`config.mk`:
```
export PLATFORM = sky130hd
export DESIGN_NAME = prog_loader
export DESIGN_NICKNAME = d
export VERILOG_FILES = /design/src/rtl/prog_loader.sv
export SDC_FILE = /design/constraint.sdc
export NUM_CORES = 1
export LEC_CHECK = 0
export ABC_AREA = 1
export CAP_MARGIN = 20
export CORE_ASPECT_RATIO = 1.1
export CORE_UTILIZATION = 50
export CTS_BUF_LIST = sky130_fd_sc_hd__clkbuf_4
export DETAILED_ROUTE_END_ITERATION = 6
export GPL_ROUTABILITY_DRIVEN = 0
export PLACE_DENSITY = 0.91
export SYNTH_ARGS = -nofsm -noshare
export SYNTH_HDL_FRONTEND = slang
export SYNTH_SLANG_ARGS = --single-unit
```
`constraint.sdc`:
```
create_clock -name i_clk -period 2.66 [get_ports i_clk]
set_input_delay 0.399 -clock i_clk [delete_from_list [all_inputs] [get_ports i_clk]]
set_output_delay 0.399 -clock i_clk [all_outputs]
set_load 0.1 [all_outputs]
```
`src/rtl/prog_loader.sv`:
```
// -----------------------------------------------------------------------------
// prog_loader
//   Writer side of the instruction memory. Takes a program as a byte stream
//   (valid/ready), packs every three bytes little-endian into one instruction
//   word and issues single-cycle writes at MEM_BASE_ADDR + n. o_busy holds the
//   core's fetch path off while a load is in progress.
//
// Handshake: a byte is transferred on a rising edge where i_byte_valid and
//   o_byte_ready are both 1. o_byte_ready is registered and depends only on the
//   loader state, never on i_byte_valid. A source may raise i_byte_valid at any
//   time and must hold i_byte stable until the transfer edge.
//
// Ports
//   i_clk, i_rst      clock (rising edge), asynchronous active-high reset
//   i_start           1-cycle load request; sampled only in IDLE/DONE
//   i_word_count      instructions to load, latched with i_start
//   i_byte_valid      byte source valid
//   i_byte            byte data
//   o_byte_ready      loader accepts a byte
//   o_wr_en           instruction memory write strobe (one cycle per word)
//   o_wr_addr         write address (holds last value between writes)
//   o_wr_data         write data (holds last value between writes)
//   o_busy            load in progress
//   o_done            load finished; held until next accepted i_start/reset
//   o_error           load rejected or checksum failed; held like o_done
//   o_dbg_state       current FSM state encoding
//   o_dbg_byte        last accepted byte
//
// Configuration
//   PROG_LOADER_CHECKSUM_EN  when defined, a running XOR of every accepted
//   byte is kept and one extra checksum byte is taken after the last write.
// -----------------------------------------------------------------------------
module prog_loader #(
    parameter int INSTRUCTION_MEM_SIZE   = 8192,
    parameter int INSTRUCTION_WIDTH      = 18,
    parameter int INSTRUCTION_ADDR_WIDTH = 14,
    parameter logic [INSTRUCTION_ADDR_WIDTH-1:0] MEM_BASE_ADDR = 14'h2000
) (
    input  logic                              i_clk,
    input  logic                              i_rst,
    input  logic                              i_start,
    input  logic [INSTRUCTION_ADDR_WIDTH-1:0] i_word_count,
    input  logic                              i_byte_valid,
    input  logic [7:0]                        i_byte,
    output logic                              o_byte_ready,
    output logic                              o_wr_en,
    output logic [INSTRUCTION_ADDR_WIDTH-1:0] o_wr_addr,
    output logic [INSTRUCTION_WIDTH-1:0]      o_wr_data,
    output logic                              o_busy,
    output logic                              o_done,
    output logic                              o_error,
    output logic [2:0]                        o_dbg_state,
    output logic [7:0]                        o_dbg_byte
);

    localparam int AW = INSTRUCTION_ADDR_WIDTH;

    // One extra bit so a count equal to the memory size is representable.
    localparam logic [AW:0] MEM_SIZE_L = (AW+1)'(INSTRUCTION_MEM_SIZE);

    typedef enum logic [2:0] {
        S_IDLE = 3'd0,
        S_B0   = 3'd1,
        S_B1   = 3'd2,
        S_B2   = 3'd3,
        S_WR   = 3'd4,
        S_CHK  = 3'd5,
        S_DONE = 3'd6
    } state_t;

    state_t                       state_q;
    logic [AW-1:0]                index_q;
    logic [AW-1:0]                count_q;
    logic [15:0]                  word_q;
    logic [7:0]                   last_byte_q;
    logic                         ready_q;
    logic                         wr_en_q;
    logic [AW-1:0]                wr_addr_q;
    logic [INSTRUCTION_WIDTH-1:0] wr_data_q;
    logic                         busy_q;
    logic                         done_q;
    logic                         error_q;
`ifdef PROG_LOADER_CHECKSUM_EN
    logic [7:0]                   xor_q;
`endif

    logic          byte_fire;
    logic [AW-1:0] index_inc;

    assign byte_fire = i_byte_valid & ready_q;
    assign index_inc = index_q + 1'b1;

    always_ff @(posedge i_clk or posedge i_rst) begin
        if (i_rst) begin
            state_q     <= S_IDLE;
            index_q     <= '0;
            count_q     <= '0;
            word_q      <= '0;
            last_byte_q <= '0;
            ready_q     <= 1'b0;
            wr_en_q     <= 1'b0;
            wr_addr_q   <= '0;
            wr_data_q   <= '0;
            busy_q      <= 1'b0;
            done_q      <= 1'b0;
            error_q     <= 1'b0;
`ifdef PROG_LOADER_CHECKSUM_EN
            xor_q       <= '0;
`endif
        end else begin
            // Write strobe is a single-cycle pulse raised only from B2.
            wr_en_q <= 1'b0;
            if (byte_fire) begin
                last_byte_q <= i_byte;
            end
`ifdef PROG_LOADER_CHECKSUM_EN
            // Checksum covers every payload byte in full, including the bits
            // that are dropped from the third byte of each word.
            if (byte_fire && (state_q == S_B0 || state_q == S_B1 || state_q == S_B2)) begin
                xor_q <= xor_q ^ i_byte;
            end
`endif
            case (state_q)
                S_IDLE, S_DONE: begin
                    if (i_start) begin
                        done_q  <= 1'b0;
                        error_q <= 1'b0;
                        count_q <= i_word_count;
                        index_q <= '0;
`ifdef PROG_LOADER_CHECKSUM_EN
                        xor_q   <= '0;
`endif
                        if (i_word_count == '0) begin
                            state_q <= S_DONE;
                            done_q  <= 1'b1;
                        end else if ({1'b0, i_word_count} > MEM_SIZE_L) begin
                            state_q <= S_DONE;
                            done_q  <= 1'b1;
                            error_q <= 1'b1;
                        end else begin
                            state_q <= S_B0;
                            busy_q  <= 1'b1;
                            ready_q <= 1'b1;
                        end
                    end
                end
                S_B0: begin
                    if (byte_fire) begin
                        word_q[7:0] <= i_byte;
                        state_q     <= S_B1;
                    end
                end
                S_B1: begin
                    if (byte_fire) begin
                        word_q[15:8] <= i_byte;
                        state_q      <= S_B2;
                    end
                end
                S_B2: begin
                    if (byte_fire) begin
                        // Only byte[1:0] fit in an 18-bit word.
                        wr_data_q <= {i_byte[1:0], word_q};
                        wr_addr_q <= MEM_BASE_ADDR + index_q;
                        wr_en_q   <= 1'b1;
                        ready_q   <= 1'b0;
                        state_q   <= S_WR;
                    end
                end
                S_WR: begin
                    index_q <= index_inc;
                    if (index_inc < count_q) begin
                        state_q <= S_B0;
                        ready_q <= 1'b1;
                    end else begin
`ifdef PROG_LOADER_CHECKSUM_EN
                        state_q <= S_CHK;
                        ready_q <= 1'b1;
`else
                        state_q <= S_DONE;
                        busy_q  <= 1'b0;
                        done_q  <= 1'b1;
`endif
                    end
                end
`ifdef PROG_LOADER_CHECKSUM_EN
                S_CHK: begin
                    if (byte_fire) begin
                        state_q <= S_DONE;
                        ready_q <= 1'b0;
                        busy_q  <= 1'b0;
                        done_q  <= 1'b1;
                        error_q <= (i_byte != xor_q);
                    end
                end
`endif
                default: begin
                    state_q <= S_IDLE;
                    ready_q <= 1'b0;
                    busy_q  <= 1'b0;
                end
            endcase
        end
    end

    assign o_byte_ready = ready_q;
    assign o_wr_en      = wr_en_q;
    assign o_wr_addr    = wr_addr_q;
    assign o_wr_data    = wr_data_q;
    assign o_busy       = busy_q;
    assign o_done       = done_q;
    assign o_error      = error_q;
    assign o_dbg_state  = state_q;
    assign o_dbg_byte   = last_byte_q;

endmodule

```
==> impl_metrics.toml, run 1 <==
[status]
status = "finished clean"

[clock_tree]
postCtsHoldBufs = 0
cts.htree.levels = 3
clockBufferDepth = 2
clock-sinks = 92
path_clk_slew_ps = 150
cts_tree = "yes"
numCtsBuffers = 9
clock_latency_ps = 460
clockRootBuffer = "clkbuf_4"

[detailed_routing]
drcViolationCount = 0
route.antenna.remaining_nets = 0
highest_layer = "met4"
vias = 3667
detail_route.first_pass.iterations = 5
via_per_inst = 5.20
wl_met3_um = 505
drtIter0Drc = 323
dr_wl_met2_um = 5150
routed_wl_um = 10000
wl_met1_um = 4090
wire_per_inst_um = 14.2

[yosys]
ys_warn_count = 0
ys_seq_area_frac = 0.533
synth_cell_types = 25
syn_nets = 557
syn_area_per_cell_um2 = 8.37
netlist_instances = 516
synth_edf_count = 0
ys_ff_latch = 92
synth_flop_cell = "dfrtp_1"
syn_area_um2 = 4320
ys_async_sr_fraction = 1.00

[layout]
stdcell_area_um2 = 5190
final_common_cell = "nand2_1"
fin_nets = 631
layout-drive-gt1-share = 0.162
num-fill-cells = 665
register_area_um2 = 2300
mostFrequentLayoutCells = "171 x nand2_1, 92 x dfrtp_1, 60 x inv_1, 52 x buf_4, 41 x o21ai_0"
antenna_cells = 0
multi_input_area_um2 = 1700
area_growth_pct = 20.3

[sta]
setup_viol = 0
clock.fmax_mhz = 395
fin_crit_sh = 0.952
worstMarginPinSlew_ps = 751
maxSlewHeadroom = 0.499
finClkSkew_ps = 16.8
hold_viol = 0
slew_viol_final = 0
final.min_clock_period_ps = 2530

[setup_path]
cp_slowest_cell = "dfrtp_1"
crit_required_ps = 3010
cp_num_buf_inv = 0
crit_type = "flip-flop to flip-flop"
critPathMaxStageDelay_ps = 460
arrival_ps = 2880
cp_top_family = "simple AND/OR/NAND/NOR gates"
path_max_fanout = 5
start_kind = "flip-flop"
critPathCaptureType = "flip-flop"
crit_path_cell_trace = "nand3_2 -> nor2_4 -> nand2_2 -> nor2_1 -> xor2_1 -> ha_1 -> nand2_1 -> nand2_1 -> nand2_1 -> nand2_1 -> a21oi_2 -> nand2_1 -> nand2_1 -> nand3_1 -> nand2_1 -> nand2_1"
path_common_cell = "nand2_1"

[grt]
grt_pass1_wl_um = 16600
grt_max_degree = 51
grt_usage = 0.233
gr-total-overflow = 0
grt_antenna_before_repair = 0
grt_pass1_vias = 3601

[placed_design]
post_dp_cell_area_um2 = 5020
hpwl_um = 7370
io_buffers = 73

[floorplanning]
start_util = 0.516
rows = 35
core-area_um2 = 8360
die-area_um2 = 9010
dieHeight_um = 99.5
die_width_um = 90.6
io_pins = 74

[run]
drv_cap = 0

[hold_path]
holdCritPathClass = "input pin to asynchronous set/reset pin"
## registers in the layout (all words and copies together), names as in the netlist
name          count
o_wr_addr        14
o_wr_data        18
o_dbg_byte        8
o_error           1
o_done            1
o_busy            1
o_byte_ready      1
o_dbg_state       3
index_q          14
word_q           16
count_q          14
o_wr_en           1
## logic make-up (layout without fill, tap and decap cells)
logic type      after synthesis  count (layout)  share of synthesized area
compound gates               83              83                      0.103
simple gates                236             236                      0.224
flops                        92              92                      0.533
xor+xnor                      8               8                     0.0162
fa+ha+maj                    15              15                     0.0435
buf+inv                      82             160                     0.0800
## worst paths after layout
check	start	to	slack [ps]	depth (start not counted)
max	index_q[0]	o_byte_ready	130	16
min	i_rst	o_wr_data[8]	370	2
max reg2reg	index_q[0]	o_byte_ready	130	16
min reg2reg	o_wr_data[11]	o_wr_data[11]	490	2
max in group asynchronous	i_rst	o_wr_addr[0]	1610	3
min in group i_clk	o_wr_data[11]	o_wr_data[11]	490	2
## repair_timing
action	in CTS	in global routing
gates resized for setup	0	7
endpoints found under the setup margin	0	6
buffers inserted	0	1
## layout make-up
| class | count | share of cell area |
|---|---|---|
| sequential | 92 | 0.443 |
| multi-input combinational | 342 | 0.326 |
| timing repair buffer | 78 | 0.127 |
| inverter | 67 | 0.0491 |
| tap | 111 | 0.0267 |
| clock inverter | 6 | 0.0142 |
| clock buffer | 9 | 0.0130 |
## cells in the mapped netlist (2+ instances only)
cell type,count,area [um^2]
o21ai_0,41,205
nand3_1,14,70.1
nor2_2,2,12.5
nor2_1,31,116
inv_2,6,22.5
buf_6,3,33.8
inv_1,61,229
nand2_2,5,31.3
nand2_1,172,646
o21ai_2,5,43.8
dfrtp_1,92,2300
xor2_1,8,70.1
o21ai_1,15,75.1
clkbuf_1,2,7.51
o22ai_1,4,25.0
buf_2,9,45.0
ha_1,15,188
nor3_1,3,15.0
nand4_1,7,43.8
a21oi_1,16,80.1
## stage by stage
step / hold WS, ps / util / std cells / setup slack [ps] / setup TNS, ps
finish: 369 / 0.621 / 705 / 128 / 0
global route: 405 / 0.621 / 705 / -54.3 / -142
CTS: 377 / 0.617 / 704 / 168 / 0
detailed placement: 459 / 0.600 / 689 / 191 / 0
global placement: 457 / 0.600 / 689 / 303 / 0
floorplan: 448 / - / 516 / 516 / 0
## layer usage
metal	vias to the layer above	track usage
li1	1765	-
met1	1746	0.293
met2	126	0.399
met3	30	0.0336
met4	0	0.112
met5	-	0
## worst register-to-register path: cells and delay by family, from the launching register on
family	cells	cell delay [ps]
xor gates and xnor gates	1	280
DFF	1	460
adders and majority gates	1	310
and+or+nand+nor	13	1180
AOI/OAI and AO/OA	1	200
Power of run 1 is left out: the tool's default activity adds up to more than one toggle a clock period on the data nets, which glitch-free logic cannot reach.
==> inputs of run 2 (changes only) <==
--- a/config.mk
+++ b/config.mk
@@ -7,12 +7,13 @@
 export LEC_CHECK = 0
 export ABC_AREA = 1
 export CAP_MARGIN = 20
-export CORE_ASPECT_RATIO = 1.1
+export CORE_ASPECT_RATIO = 1.4
 export CORE_UTILIZATION = 50
 export CTS_BUF_LIST = sky130_fd_sc_hd__clkbuf_4
 export DETAILED_ROUTE_END_ITERATION = 6
 export GPL_ROUTABILITY_DRIVEN = 0
-export PLACE_DENSITY = 0.91
+export PLACE_DENSITY = 0.79
+export REMOVE_ABC_BUFFERS = 1
 export SYNTH_ARGS = -nofsm -noshare
 export SYNTH_HDL_FRONTEND = slang
 export SYNTH_SLANG_ARGS = --single-unit
==> impl_metrics.toml, run 2 (synthesis gave the netlist of run 1 again) <==
[layout]
mostFrequentLayoutCells = "171 x nand2_1, 92 x dfrtp_1, 60 x inv_1, 56 x buf_4, 41 x o21ai_0"
final_common_cell = "nand2_1"
largest_reg_flops = 18
layout-drive-gt1-share = 0.162
stdcell_area_um2 = 5190
antenna_cells = 0
fin_nets = 635
area_growth_pct = 20.3

[setup_path]
crit_path_cell_trace = "nand3_1 -> nor2_2 -> nand2_2 -> nor2_1 -> xor2_1 -> ha_1 -> nand2_1 -> nand2_1 -> nand2_1 -> nand2_1 -> a21oi_1 -> nand2_1 -> nand2_1 -> nand3_1 -> nand2_1 -> nand2_1"
critPathCaptureType = "flip-flop"
path_max_fanout = 4
cp_num_buf_inv = 0
arrival_ps = 2780
cp_top_family = "simple AND/OR/NAND/NOR gates"
critPathMaxStageDelay_ps = 430
start_kind = "flip-flop"
path_common_cell = "nand2_1"
crit_type = "flip-flop to flip-flop"
crit_required_ps = 3030
cp_slowest_cell = "dfrtp_1"

[sta]
clock.fmax_mhz = 415
final.min_clock_period_ps = 2410
hold_viol = 0
finClkSkew_ps = 11.7
worstMarginPinSlew_ps = 496
slew_viol_final = 0
fin_crit_sh = 0.907
setup_viol = 0
rsz0062_at_grt = "false"
maxSlewHeadroom = 0.668

[grt]
grt_pass1_wl_um = 16200
grt_usage = 0.235
grt_antenna_before_repair = 0
grt_max_degree = 93
grt_pass1_vias = 3596
gr-total-overflow = 0

[detailed_routing]
route.antenna.remaining_nets = 0
drcViolationCount = 0
detail_route.first_pass.iterations = 5
routed_wl_um = 9630
drtIter0Drc = 148
wire_per_inst_um = 13.7
via_per_inst = 5.16
vias = 3618

[clock_tree]
numCtsBuffers = 9
path_clk_slew_ps = 160
clock_latency_ps = 470
cts_tree = "yes"
clockBufferDepth = 2
cts.htree.levels = 3
clockRootBuffer = "clkbuf_4"
clock-sinks = 92
postCtsHoldBufs = 0

[status]
status = "finished clean"

[floorplanning]
start_util = 0.523
core-area_um2 = 8250
die-area_um2 = 9010
rows = 39
dieHeight_um = 112
io_pins = 74
die_width_um = 80.5

[hold_path]
holdCritPathClass = "input pin to asynchronous set/reset pin"

[placed_design]
post_dp_cell_area_um2 = 5020
hpwl_um = 7140
io_buffers = 73

[run]
drv_cap = 0
[run 2: per-stage QoR]
step	hold WS (ps)	cells	util	setup WS [ps]	setup TNS, ps
3_3_place_gp	457	682	0.609	395	0
5_1_grt	363	701	0.630	9.95	0
6_report	319	701	0.630	248	0
2_1_floorplan	450	501	-	-131	-12050
4_1_cts	356	698	0.626	203	0
3_5_place_dp	464	682	0.609	225	0
[run 2: timing repair]
| item | 4_1_cts | 5_1_grt |
|---|---|---|
| setup endpoints to repair | 0 | 6 |
| hold endpoints to repair | 0 | 0 |
| resized for setup | 0 | 2 |
| buffers inserted | 0 | 3 |
[run 2: final timing paths]
path	start	endpoint	slack [ps]	cells past startpoint
min in group i_clk	word_q[1]	o_wr_data[1]	490	2
max in group asynchronous	i_rst	o_error	1930	3
max reg2reg	index_q[0]	o_byte_ready	250	16
max	index_q[0]	o_byte_ready	250	16
min	i_rst	o_wr_data[16]	320	3
min reg2reg	word_q[1]	o_wr_data[1]	490	2
[run 2: worst register-to-register path, delay by kind of cell (launching register included)]
family	cells	cell delay (ps)
xor gates and xnor gates	1	230
DFF	1	430
adders and majority gates	1	290
AOI/OAI and AO/OA	1	170
and+or+nand+nor	13	1230
[run 2: area by class of cell]
class,count,area [um^2]
well taps,102,128
multi-input cells,342,1670
repair buffers,82,691
fillers,723,3050
clock inverters,6,70.1
flip-flops and latches,92,2300
clock buffers,10,75.1
inverters,67,253
[run 2: metal layers]
layer  track usage  vias up  routed length (um)
met5             0        -                   0
met4         0.135        0                 376
met3        0.0549       24                 571
met2         0.398      104                4920
met1         0.266     1713                3770
li1              -     1777                   -
Power of run 2 is left out for the same reason.
